`config.mk`:
```
export PLATFORM = sky130hd
export DESIGN_NAME = linear_dequant_serializer
export DESIGN_NICKNAME = d
export VERILOG_FILES = /design/src/rtl/linear_dequant_serializer.sv
export SDC_FILE = /design/constraint.sdc
export NUM_CORES = 1
export LEC_CHECK = 0
export ABC_AREA = 1
export BUFFER_PORTS_ARGS = -buffer_cell sky130_fd_sc_hd__buf_4
export CAP_MARGIN = 40
export CORE_MARGIN = 8
export CORE_UTILIZATION = 35
export DETAILED_ROUTE_END_ITERATION = 8
export GPL_TIMING_DRIVEN = 0
export PLACE_DENSITY = 0.55
export RECOVER_POWER = 50
export SLEW_MARGIN = 20
export SYNTH_ARGS = -nofsm -noshare
export SYNTH_HDL_FRONTEND = slang
export SYNTH_SLANG_ARGS = --single-unit
```
`constraint.sdc`:
```
create_clock -name clk -period 15.45 [get_ports clk]
set_input_delay 1.545 -clock clk [delete_from_list [all_inputs] [get_ports clk]]
set_output_delay 1.545 -clock clk [all_outputs]
set_load 0.005 [all_outputs]
```
`src/rtl/linear_dequant_serializer.sv`:
```
// linear_dequant_serializer
//   Buffers whole 8-lane vectors from linear_dequant (which cannot be stalled)
//   in a DEPTH-entry FIFO. Each vector is replayed one lane per cycle as a
//   packed IEEE-754 single word on a valid/ready stream. A vector that arrives
//   while the FIFO is full is dropped, and the sticky overflow flag is set.
//
// Ports
//   clk, rstn            : clock, asynchronous active-low reset
//   enable               : input-side gate; src_valid is ignored while low
//   src_valid            : one vector present this cycle (must be taken)
//   src_man/exp/sign_0..7: lane fields of the incoming vector
//   dst_valid/dst_ready  : output word handshake
//   dst_data             : {sign, exp, man} of the current head lane
//   dst_lane, dst_last   : lane index of dst_data, high on lane 7
//   level                : vectors held, including a partially drained head
//   ovf_clr, overflow    : sticky drop flag and its synchronous clear
module linear_dequant_serializer #(
  parameter int DEPTH = 4,
  parameter int LVL_W = $clog2(DEPTH) + 1
) (
  input  logic              clk,
  input  logic              rstn,
  input  logic              enable,
  input  logic              src_valid,
  input  logic [22:0]       src_man_0,
  input  logic [22:0]       src_man_1,
  input  logic [22:0]       src_man_2,
  input  logic [22:0]       src_man_3,
  input  logic [22:0]       src_man_4,
  input  logic [22:0]       src_man_5,
  input  logic [22:0]       src_man_6,
  input  logic [22:0]       src_man_7,
  input  logic [7:0]        src_exp_0,
  input  logic [7:0]        src_exp_1,
  input  logic [7:0]        src_exp_2,
  input  logic [7:0]        src_exp_3,
  input  logic [7:0]        src_exp_4,
  input  logic [7:0]        src_exp_5,
  input  logic [7:0]        src_exp_6,
  input  logic [7:0]        src_exp_7,
  input  logic              src_sign_0,
  input  logic              src_sign_1,
  input  logic              src_sign_2,
  input  logic              src_sign_3,
  input  logic              src_sign_4,
  input  logic              src_sign_5,
  input  logic              src_sign_6,
  input  logic              src_sign_7,
  output logic              dst_valid,
  input  logic              dst_ready,
  output logic [31:0]       dst_data,
  output logic [2:0]        dst_lane,
  output logic              dst_last,
  output logic [LVL_W-1:0]  level,
  input  logic              ovf_clr,
  output logic              overflow
);

  localparam int PTR_W = $clog2(DEPTH);

  logic [31:0]      src_word [8];
  logic [31:0]      fifo_mem [DEPTH][8];

  logic [PTR_W-1:0] wr_ptr_q, wr_ptr_d;
  logic [PTR_W-1:0] rd_ptr_q, rd_ptr_d;
  logic [LVL_W-1:0] level_q,  level_d;
  logic [2:0]       lane_q,   lane_d;
  logic             ovf_q,    ovf_d;

  logic push, hs, pop, full, accept, drop;

  always_comb begin
    src_word[0] = {src_sign_0, src_exp_0, src_man_0};
    src_word[1] = {src_sign_1, src_exp_1, src_man_1};
    src_word[2] = {src_sign_2, src_exp_2, src_man_2};
    src_word[3] = {src_sign_3, src_exp_3, src_man_3};
    src_word[4] = {src_sign_4, src_exp_4, src_man_4};
    src_word[5] = {src_sign_5, src_exp_5, src_man_5};
    src_word[6] = {src_sign_6, src_exp_6, src_man_6};
    src_word[7] = {src_sign_7, src_exp_7, src_man_7};
  end

  assign dst_valid = (level_q != '0);
  assign dst_data  = fifo_mem[rd_ptr_q][lane_q];
  assign dst_lane  = lane_q;
  assign dst_last  = (lane_q == 3'd7);
  assign level     = level_q;
  assign overflow  = ovf_q;

  always_comb begin
    push   = src_valid & enable;
    hs     = dst_valid & dst_ready;
    pop    = hs & (lane_q == 3'd7);
    full   = (level_q == LVL_W'(DEPTH));
    // A pop in the same cycle frees the head slot, so a full FIFO can still
    // accept; when full, wr_ptr equals rd_ptr and the write lands on the
    // slot being retired this cycle.
    accept = push & (~full | pop);
    drop   = push & full & ~pop;

    wr_ptr_d = wr_ptr_q;
    rd_ptr_d = rd_ptr_q;
    level_d  = level_q;
    lane_d   = lane_q;
    ovf_d    = ovf_q;

    if (accept) wr_ptr_d = wr_ptr_q + 1'b1;
    if (pop) begin
      rd_ptr_d = rd_ptr_q + 1'b1;
      lane_d   = 3'd0;
    end else if (hs) begin
      lane_d   = lane_q + 3'd1;
    end

    if (accept && !pop)      level_d = level_q + 1'b1;
    else if (pop && !accept) level_d = level_q - 1'b1;

    // Set has priority over clear so a drop in the clearing cycle is not lost.
    if (drop)         ovf_d = 1'b1;
    else if (ovf_clr) ovf_d = 1'b0;
  end

  always_ff @(posedge clk or negedge rstn) begin
    if (!rstn) begin
      wr_ptr_q <= '0;
      rd_ptr_q <= '0;
      level_q  <= '0;
      lane_q   <= 3'd0;
      ovf_q    <= 1'b0;
    end else begin
      wr_ptr_q <= wr_ptr_d;
      rd_ptr_q <= rd_ptr_d;
      level_q  <= level_d;
      lane_q   <= lane_d;
      ovf_q    <= ovf_d;
    end
  end

  // Vector storage carries no reset; entries are only read once level covers them.
  always_ff @(posedge clk) begin
    if (accept) begin
      for (int i = 0; i < 8; i++) fifo_mem[wr_ptr_q][i] <= src_word[i];
    end
  end

endmodule

```
==> out/metrics.yaml <==
cts_tree: "done"
fin_crit_ns: 5.40
synth-warning-count: 0
final_common_cell: "nand2_1"
p_int_w: 0.00595
cts_hold_buf: 0
coreArea_sq_mm: 0.119
clock_latency_ns: 0.70
seqPwrFrac_pct: 34.9
p_comb_share_pct: 39.3
cp.arrival_ns: 5.79
drtPass1Iterations: 6
critical_path_class: "in -> reg"
endpoint_kind: "register"
reg2reg_slack_ns: 10.50
crit_path_cell_trace: "clkbuf_4 -> a21boi_0 -> nand2_1 -> nand3_1 -> nand2_1 -> nor2_1 -> buf_16 -> buf_12 -> buf_12 -> buf_12 -> buf_12"
rsz0062_at_grt: "no"
slew_viol_final: 0
ys_ff_latch: 1035
drc_errors: 0
mostFrequentLayoutCells: "nand2_1, edfxtp_1, nand3_1, clkbuf_1, clkbuf_16"
outcome: "finished, final reports clean"
dp_hpwl_um: 99700
layout-drive-gt1-share_pct: 10.8
crit_path_frequent_cell: "buf_12"
post_cts_buffers: 0
fin_crit_sh_pct: 35.0
wl_per_cell_um: 24.0
power_density_mw_per_mm2: 197
overflow: 0
io-pin-count: 303
grt_pass1_wl_um: 192000
synth.distinct_cells: 24
synth_fp_nets: 3789
grt_pass1_vias: 26900
die_w_um: 362
first_iter_violations: 2910
cp.required_ns: 15.84
dieArea_sq_mm: 0.131
cts_max_path_buffers: 3
path_max_fanout: 22
nNetsFinal: 4260
cts_resized: 0
whs_ns: 0.529
avgViaCountPerCell: 4.99
clock_sinks: 1035
finClkSkew_ns: 0.0221
max_stage_delay_ns: 1.11
place_congestion: 0.865
net-switching-power_w: 0.00394
cap_violations: 0
antenna_found_initial: 66
fin_tns_setup_ns: 0
path_clk_slew_ns: 0.06
min_path_type: "reg -> reg"
finalSetupViolations: 0
finalHoldViolations: 0
slowest_stage: "nor2_1"
cts_max_level: 3
vias: 28500
syn-cell-area_sq_mm: 0.0420
slew_headroom_pct: 8.94
worst_pin_slew_ns: 1.36
initial_core_util_pct: 35.2
synthCells: 3519
grt_start_max_net_pins: 24
clkPwrFrac_pct: 25.7
max_freq_mhz: 185
syn-mean-instance-area_sq_um: 11.9
die_y_um: 362
switching_share_pct: 39.9
leakagePower_nw: 18.5
yosysSeqAreaShare_pct: 73.9
track_usage_pct: 20.2
cts-root-buf: "clkbuf_16"
placementRows: 127
io_buffers: 302
cp-start-kind: "input port"
cts_buffers: 107
irDropWorstVdd_mv: 0.131
utilization_pct: 42.1
final_antenna_net_count: 0
routed_wl_um: 137000
area_growth_pct: 19.7
## logic make-up (layout without fill, tap and decap cells)
group	count (synthesis)	count (layout)	synth area share (%)
muxes	1	1	0.0268
DFF	1035	1035	73.9
and+or+nand+nor	2228	2228	22.2
AOI/OAI and AO/OA	7	7	0.101
adders and majority gates	8	8	0.256
other	0	31	0
xor gates and xnor gates	4	4	0.0834
buffers and inverters	236	798	3.46
## critical path: cells and delay by family
kind	cells	cell delay, ns
AND/OR/NAND/NOR	4	2.07
AO/OA/AOI/OAI	1	0.92
buffers and inverters	6	1.17
## cell type report
class / instances / area [sq um]
tap: 1612 / 2020
buffer: 219 / 1380
sequential: 1035 / 31000
inverter: 17 / 71.3
clock buffer: 127 / 2800
fill: 11300 / 69200
timing repair buffer: 362 / 2710
clock inverter: 73 / 647
multi-input combinational: 2248 / 9540
antenna: 31 / 77.6
## metrics by stage
step	std cells	setup WS, ns	power (W)	instance area (sq um)
global route	5701	9.72	0.0103	50200
global placement	5433	-8.29	0.00752	46300
floorplan	3519	1.83	0.00565	42000
CTS	5693	10.0	0.00996	51200
detailed placement	5493	10.50	0.00742	47700
finish	5724	10.05	0.00990	50300
## registers in the layout, summed over array words and instances, names as in the netlist
name,count
dst_lane,3
fifo_mem,1024
level,3
overflow,1
rd_ptr_q,2
wr_ptr_q,2
## power groups by stage
| stage | Combinational (W) | Sequential (W) | Clock [W] |
|---|---|---|---|
| after CTS | 0.00392 | 0.00346 | 0.00259 |
| after floorplan | 0.00201 | 0.00363 | 0 |
| after global placement | 0.00376 | 0.00376 | 0 |
| after detailed placement | 0.00390 | 0.00352 | 0 |
| after global routing | 0.00418 | 0.00348 | 0.00269 |
| final | 0.00389 | 0.00346 | 0.00255 |
## synth_stat cells (all sizes together)
cell type | instances | area [sq um]
a21oi | 1 | 5.00
inv | 17 | 71.3
xor2 | 3 | 26.3
clkbuf | 20 | 75.1
o21ai | 4 | 20.0
nor2 | 6 | 22.5
a21boi | 1 | 11.3
mux2 | 1 | 11.3
xnor2 | 1 | 8.76
buf | 199 | 1310
ha | 7 | 87.6
nand3 | 771 | 3860
edfxtp | 1024 | 30700
dfrtp | 11 | 275
nand2 | 1451 | 5450
fa | 1 | 20.0
o22ai | 1 | 6.26
## per-layer routing
| layer | routed length [um] | part of all wire, % | up-vias | global-route usage [%] |
|---|---|---|---|---|
| li1 | - | - | 13300 | - |
| met1 | 56800 | 41 | 13900 | 27.2 |
| met2 | 62700 | 46 | 1114 | 31.6 |
| met3 | 13800 | 10 | 203 | 5.92 |
| met4 | 3840 | 2.8 | 38 | 6.04 |
| met5 | 248 | 0.18 | - | 0 |
## path summary, 6_finish.rpt
check	cells after the start	startpoint	end
max	11	dst_ready	fifo_mem[3][8]
min	2	overflow	overflow
max reg2reg	11	level[0]	fifo_mem[3][8]
min reg2reg	2	overflow	overflow
max in group asynchronous	1	rstn	dst_lane[1]
min in group asynchronous	1	rstn	overflow
No activity file was read; power rests on OpenSTA's default activity.
